<file path="config.mk">
export PLATFORM = sky130hd
export DESIGN_NAME = lcd_msg_formatter
export DESIGN_NICKNAME = d
export VERILOG_FILES = /design/src/rtl/lcd_msg_formatter.sv
export SDC_FILE = /design/constraint.sdc
export NUM_CORES = 1
export LEC_CHECK = 0
export ABC_AREA = 1
export BUFFER_PORTS_ARGS = -buffer_cell sky130_fd_sc_hd__buf_2
export CAP_MARGIN = 30
export CORE_AREA = 2 2 106 108
export DETAILED_ROUTE_END_ITERATION = 6
export DIE_AREA = 0 0 108 110
export MAX_ROUTING_LAYER = met4
export PLACE_DENSITY_LB_ADDON = 0.3
export SYNTH_ARGS = -nofsm -noshare
export SYNTH_HDL_FRONTEND = slang
export SYNTH_SLANG_ARGS = --single-unit
</file>
<file path="constraint.sdc">
create_clock -name clk_i -period 1.95 [get_ports clk_i]
set_clock_uncertainty 0.15 [all_clocks]
set_input_delay 0.195 -clock clk_i [delete_from_list [all_inputs] [get_ports clk_i]]
set_output_delay 0.195 -clock clk_i [all_outputs]
set_load 0.03 [all_outputs]
</file>
<file path="src/rtl/lcd_msg_formatter.sv">
// Formats a 32-char LCD message: fixed line 1, line 2 = prefix + 5-digit decimal of value_i.
// Latency: start accepted at E0, mensaje_o[39:0] and done_o update at E17 (18-cycle throughput).
// Backpressure: none; start_i is ignored while busy_o=1 and is neither queued nor re-sampled.
module lcd_msg_formatter #(
    parameter logic [127:0] LINE1_TEXT   = "VALOR DECIMAL   ",
    parameter logic [87:0]  LINE2_PREFIX = "VALOR:     ",
    parameter bit           LZ_BLANK     = 1'b1
) (
    input  logic         clk_i,
    input  logic         rst_i,
    input  logic         start_i,
    input  logic [15:0]  value_i,
    output logic         busy_o,
    output logic         done_o,
    output logic [255:0] mensaje_o
);

    typedef enum logic [1:0] {
        IDLE  = 2'd0,
        SHIFT = 2'd1,
        WRITE = 2'd2
    } state_t;

    // Digit field shown after reset: a lone "0" in the units column, or all zeros.
    localparam logic [39:0] DIGITS_RST = LZ_BLANK ? 40'h20_20_20_20_30 : 40'h30_30_30_30_30;

    state_t      state_q;
    logic [15:0] shift_q;
    logic [19:0] bcd_q;
    logic [4:0]  cnt_q;
    logic [39:0] digits_q;
    logic        busy_q;
    logic        done_q;

    logic [19:0] bcd_adj;
    logic [39:0] digits_d;

    // Turns the five BCD nibbles into ASCII, blanking leading zeros except the units digit.
    function automatic logic [39:0] format_digits(input logic [19:0] bcd);
        logic [39:0] r;
        logic        lead;
        r    = '0;
        lead = 1'b1;
        for (int k = 4; k >= 0; k--) begin
            if (bcd[4*k +: 4] != 4'd0) begin
                lead = 1'b0;
            end
            if (LZ_BLANK && lead && (k != 0)) begin
                r[8*k +: 8] = 8'h20;
            end else begin
                r[8*k +: 8] = {4'h3, bcd[4*k +: 4]};
            end
        end
        return r;
    endfunction

    // Double-dabble correction: any nibble of 5 or more gets +3 before the next shift.
    always_comb begin
        bcd_adj = bcd_q;
        for (int k = 0; k < 5; k++) begin
            if (bcd_q[4*k +: 4] >= 4'd5) begin
                bcd_adj[4*k +: 4] = bcd_q[4*k +: 4] + 4'd3;
            end
        end
        digits_d = format_digits(bcd_q);
    end

    // Conversion FSM: capture in IDLE, 16 shift cycles, then one write cycle with done pulse.
    always_ff @(posedge clk_i) begin
        if (rst_i) begin
            state_q  <= IDLE;
            shift_q  <= '0;
            bcd_q    <= '0;
            cnt_q    <= '0;
            digits_q <= DIGITS_RST;
            busy_q   <= 1'b0;
            done_q   <= 1'b0;
        end else begin
            done_q <= 1'b0;
            case (state_q)
                IDLE: begin
                    if (start_i) begin
                        shift_q <= value_i;
                        bcd_q   <= '0;
                        cnt_q   <= '0;
                        busy_q  <= 1'b1;
                        state_q <= SHIFT;
                    end
                end
                SHIFT: begin
                    {bcd_q, shift_q} <= {bcd_adj[18:0], shift_q, 1'b0};
                    cnt_q            <= cnt_q + 5'd1;
                    if (cnt_q == 5'd15) begin
                        state_q <= WRITE;
                    end
                end
                WRITE: begin
                    digits_q <= digits_d;
                    done_q   <= 1'b1;
                    busy_q   <= 1'b0;
                    state_q  <= IDLE;
                end
                default: begin
                    state_q <= IDLE;
                    busy_q  <= 1'b0;
                end
            endcase
        end
    end

    assign busy_o    = busy_q;
    assign done_o    = done_q;
    assign mensaje_o = {LINE1_TEXT, LINE2_PREFIX, digits_q};

endmodule

</file>
==> metrics, run 1 <==
status=finished clean; Yosys top cell by area=buf_4; Final Setup Violations=0; Post-CTS Setup Bufs=0; Antenna Cells=0; MaxCap Viol Count=0; flops & latches, synth=69; Fmax=611 MHz; Mapped Cells=615; Synth Cell Area=0.00474 sq mm; headroom to the max-slew limit=0.608; Total Routing Usage GR=0.137; Synth area leaders=buf_4 (37%), dfxtp_1 (29%), nand2_1 (6.2%); PortBufs=44; Max IR drop VDD=0.279 mV; antenna violations before repair=0; post-synth top area share=0.370; CTS tree=done; clock sinks=69; Worst-path clk slew=80 ps; Final Critical Period=1640 ps; worst path required time=2020 ps; commonest register cell after synthesis=dfxtp_1; Mean Syn Cell Area=7.71 sq um; Post-Route Setup TNS=0 ps; pwr dens=801 mW/mm^2; placed instance area=0.00420 sq mm; Via Count=3268; final net count=704; Period Utilization, post-route=0.840; Starting Density=0.444; Die H=110 um; P_leak=0.00231 uW; async set or reset register ratio after synthesis=0; count leader, synth=buf_4; critical-path maximum fanout=5; WL/cell=10.4 um; HPWL Detailed=6370 um; DIE WIDTH=108 um; sequential element share of the synthesized area=0.291; GP Congestion=0.833; DR vias/cell=4.01; H-tree depth=3; number of global-route vias before repair=2709; multi-input logic area=0.00223 sq mm; critical path type=flop to flop; Worst-Margin Slew=587 ps; IO Count=277; top cells by count, synth=buf_4 (234), nand2_1 (78), dfxtp_1 (69); synth unique cells=33; CP startpoint kind=flop; gr ovfl total=0; Longest Clk Path Bufs=2; post_cts resized=0; sequential cell area=0.00138 sq mm; first-pass GRT wire length=12400 um; RSZ-0062 raised after global routing=false; share of cells above drive strength 1=0.110; CTS Hold Buffers Added=13; initial DRC count=148; Layout area overhead=-3.69%; Core Area=0.0107 sq mm; Pwr Total=3660 uW; DR pass1 iterations=4; Crit. End Element=flop; Post-synth EDFFs=0; Non-Filler Instances=815; WP data arrival=1710 ps; DRC Markers=0; Worst Hold Class=primary input to flop; die area=0.0119 sq mm; Post-Layout Inst Area=0.00457 sq mm; Clock Latency Late Sink=340 ps; YS warnings=0; Fin. Hold Viols=0; fin. max-slew vios=0; Cells after DPL=786; Filler Cell Count=1105; largest net degree at the start of global routing=27; final wirelength=8500 um; antenna-violating nets left=0; root buffer cell=clkbuf_8; # rows=38; CTS buffer count=9
## state kept, by name (all words and copies together), names as in the netlist
register  cells
bcd_q        20
busy_o        1
cnt_q         5
digits_q     24
done_o        1
shift_q      16
state_q       2
## cell type report
cell class	count	share of cell area
Clock buffer	9	0.0271
Sequential cell	69	0.302
Clock inverter	7	0.0249
Tap cell	140	0.0383
Inverter	44	0.0367
Timing Repair Buffer	60	0.0816
Multi-Input combinational cell	486	0.489
## cell usage in the layout (no fill, tap or decap)
cell type      count
inv_1             40
buf_2             44
nor3b_1            1
o22ai_1            5
o21ai_0           32
nand3_1           22
a22o_1             1
clkinv_2           3
nor2_1            17
xor2_1             1
nor2_4             1
a21oi_1           37
o32ai_1            1
o22ai_2            2
dfxtp_1           69
a22oi_1            8
nand2_2            2
inv_2              3
nand2_1           78
conb_1           232
nand4_1            3
o211ai_1           6
clkinv_4           1
buf_4              3
o221ai_1           1
ha_1              15
bufinv_16          3
clkbuf_8           9
inv_4              1
o21a_1             1
nor3_1             1
o2111ai_1          1
nor2_2             2
a31oi_1            3
dlygate4sd3_1     13
o21ai_1           13
## critical path: stages, from the launching register on
cell	delay, ps
dfxtp_1	350
inv_1	110
ha_1	180
nand2_1	140
o21ai_1	260
nand2_1	140
a21oi_1	130
nor2_1	50
## worst paths after layout
check | slack [ps] | cells after the start | end | from
setup / recovery | 310 | 7 | digits_q[20]$_SDFFE_PP0P_ | bcd_q[16]$_SDFFE_PP0P_
hold / removal | 30 | 3 | shift_q[15]$_SDFFE_PP0P_ | value_i[15]
setup reg to reg | 310 | 7 | digits_q[20]$_SDFFE_PP0P_ | bcd_q[16]$_SDFFE_PP0P_
hold reg to reg | 320 | 2 | shift_q[9]$_SDFFE_PP0P_ | shift_q[9]$_SDFFE_PP0P_
## report_power, final
part	total, uW	internal [uW]	switching (uW)
clock	1390	844	542
combinational	806	78.6	728
sequential	1470	1450	24.1
total	3660	2370	1290
## cells by family (layout without fill, tap and decap cells)
kind of cell,after synthesis,after routing,share of synthesized area
flops,69,69,0.291
fa+ha+maj,15,15,0.0396
compound gates,111,111,0.133
buf+inv,290,120,0.420
other cells,2,232,0.00158
xor+xnor,1,1,0.00185
simple gates,127,127,0.113
## metal layers
metal	wire (um)	up-vias	global-route usage	part of all wire
met5	0	-	-	0
met4	74	0	0.0366	0.0087
met3	618	9	0.0400	0.073
met2	4240	140	0.235	0.50
met1	3560	1497	0.158	0.42
li1	-	1622	-	-
## through the flow
stage	worst slack, ps	utilization	hold WS [ps]
CTS	294	0.427	13.1
floorplan	520	-	184
global route	127	0.427	26.7
detailed placement	307	0.393	295
finish	312	0.427	32.6
global placement	343	0.393	279
No activity file was read; power rests on OpenSTA's default activity.
==> run 2, diff against run 1 <==
Settings changed: CORE_AREA 2 2 106 108 to unset, CORE_ASPECT_RATIO set to 1.1, CORE_UTILIZATION set to 40, DIE_AREA 0 0 108 110 to unset.
Clock period 1.95 ns to 1.31 ns, I/O delays scaled along.
==> metrics, run 2 (same netlist as run 1, synthesis figures left out) <==
status=finished with violations; violated checks=setup timing; most frequent cells in the layout=conb_1 (232), nand2_1 (64), dfxtp_1 (54); fin. max-slew vios=0; Post-Layout Inst Area=0.00581 sq mm; clock sinks=69; largest reg by FF count=digits_q; Hold EP=cnt_q[0]$_SDFFE_PP0P_; DRC Markers=0; placed instance area=0.00462 sq mm; PortBufs=44; GP Congestion=0.839; die area=0.0123 sq mm; initial DRC count=177; antenna-violating nets left=0; Clock Power Share=0.406; Starting Density=0.413; DIE WIDTH=106 um; pwr dens=1060 mW/mm^2; buffers and inverters on the worst path=1; # rows=41; Core Area=0.0115 sq mm; WP data arrival=1440 ps; fin util=0.506; gr ovfl total=0; Critical R2R Capture=digits_q[20]$_SDFFE_PP0P_; Total Routing Usage GR=0.149; Fin. Hold Viols=0; antenna violations before repair=0; grt met1 use=0.176; HPWL Detailed=6540 um; Via Count=3680; first-pass GRT wire length=13800 um; GR peak layer=met2; CP startpoint kind=flop; Cells after DPL=837; Pwr Total=6150 uW; CP max-delay cell=dfxtp_2; Seq pwr share=0.357; Longest Clk Path Bufs=2; IO Count=277; final net count=768; Worst-path clk slew=60 ps; MaxCap Viol Count=0; critical-path maximum fanout=3; Layout area overhead=22.4%; Max IR drop VDD=0.683 mV; Worst Hold Class=primary input to flop; share of cells above drive strength 1=0.319; DR pass1 iterations=4; Final Critical Period=1370 ps; Antenna Cells=0; commonest non-fill, non-tap cell in the layout=conb_1; Switch Pwr=2110 uW; hold path start=start_i; largest net degree at the start of global routing=25; Crit. End Element=flop; H-tree depth=3; cells on worst reg2reg path=7; Cell Int Power=4040 uW; number of global-route vias before repair=2898; critical path type=flop to flop; r2r startpoint=bcd_q[12]$_SDFFE_PP0P_; critical path, cell by cell=inv_4 -> ha_4 -> nand3_4 -> o21ai_4 -> nand2_2 -> a21oi_2 -> nor2_1; met3 usage=0.0318; number of flip-flops under the largest register name=24; root buffer cell=clkbuf_16; GR Util met2=0.251; largest registers=digits_q: 24 flops, bcd_q: 20 flops, shift_q: 16 flops; Fmax=730 MHz; worst reg2reg setup slack=-60 ps; DR vias/cell=4.14; combinational fraction of design power=0.237; Crit path max-delay family=flip-flops; RSZ-0062 raised after global routing=true; worst path required time=1380 ps; CTS buffer count=9; Die H=116 um; DP Worst Slack=-190 ps; hold path depth=4; largest stage delay on the critical path=340 ps; Final Setup Violations=26; Clock Latency Late Sink=330 ps; Non-Filler Instances=889; final wirelength=10100 um; P_leak=0.00281 uW; CTS tree=done; WL/cell=11.4 um; Period Utilization, post-route=1.05; post-route setup slack=-60.5 ps; sw frac=0.343
run 2: cell types whose count changed in the layout (fill, tap and decap cells not counted), moves of 11 or more:
cell and change:
inv_1 -19, ha_1 -15, buf_4 +47, dfxtp_1 -15
o21ai_0 -12, dfxtp_2 +11, nand2_1 -14, clkbuf_16 +11
run 2: repair_timing:
| action | CTS | global route |
|---|---|---|
| endpoints found under the setup margin | 54 | 63 |
| setup buffers | 9 | 8 |
| gates resized for setup | 73 | 79 |
| cloned | 0 | 5 |
| pin swaps | 22 | 32 |
| endpoints found under the hold margin | 15 | 0 |
| hold buffers | 15 | 0 |
run 2: cell type report:
class / count / area, sq um
clock buffer: 12 / 267
clock inverter: 4 / 45.0
tap: 150 / 188
timing repair inverter: 3 / 36.3
multi-input combinational: 486 / 2680
sequential: 69 / 1410
inverter: 44 / 221
timing repair buffer: 121 / 961
fill: 1095 / 5680
run 2: power groups by stage:
stage / registers, uW / clock network (uW) / logic, uW
finish: 2190 / 2500 / 1460
global route: 2200 / 2620 / 1560
detailed placement: 2230 / 0 / 1240
global placement: 2230 / 0 / 1240
floorplan: 2230 / 0 / 1620
CTS: 2190 / 2550 / 1310
run 2: how the worst max path moves through the flow:
| stage | startpoint | end | slack (ps) | depth (start not counted) |
|---|---|---|---|---|
| floorplan | bcd_q[8]$_SDFFE_PP0P_ | bcd_q[10]$_SDFFE_PP0P_ | -20 | 7 |
| global placement | state_q[0]$_SDFFE_PP0P_ | bcd_q[3]$_SDFFE_PP0P_ | -190 | 6 |
| detailed placement | state_q[0]$_SDFFE_PP0P_ | bcd_q[8]$_SDFFE_PP0P_ | -190 | 6 |
| CTS | bcd_q[17]$_SDFFE_PP0P_ | bcd_q[18]$_SDFFE_PP0P_ | -40 | 7 |
| global route | bcd_q[12]$_SDFFE_PP0P_ | digits_q[20]$_SDFFE_PP0P_ | -130 | 7 |
| finish | bcd_q[12]$_SDFFE_PP0P_ | digits_q[20]$_SDFFE_PP0P_ | -60 | 7 |
run 2: tightest hold or removal path: cells and delay by family:
family,cells,cell delay (ps)
compound gates,1,60
buf+inv,1,130
simple gates,2,190
run 2: stage by stage:
step	hold slack [ps]	TNS (ps)
floorplan	120	-16.1
global placement	221	-4560
detailed placement	229	-5780
CTS	62.2	-176
global route	88.9	-2360
finish	78.0	-580
run 2: routing by layer:
| layer | vias up | wire length (um) |
|---|---|---|
| met1 | 1728 | 4060 |
| met4 | 0 | 140 |
| li1 | 1759 | - |
| met2 | 179 | 5210 |
| met3 | 14 | 714 |
| met5 | - | 0 |
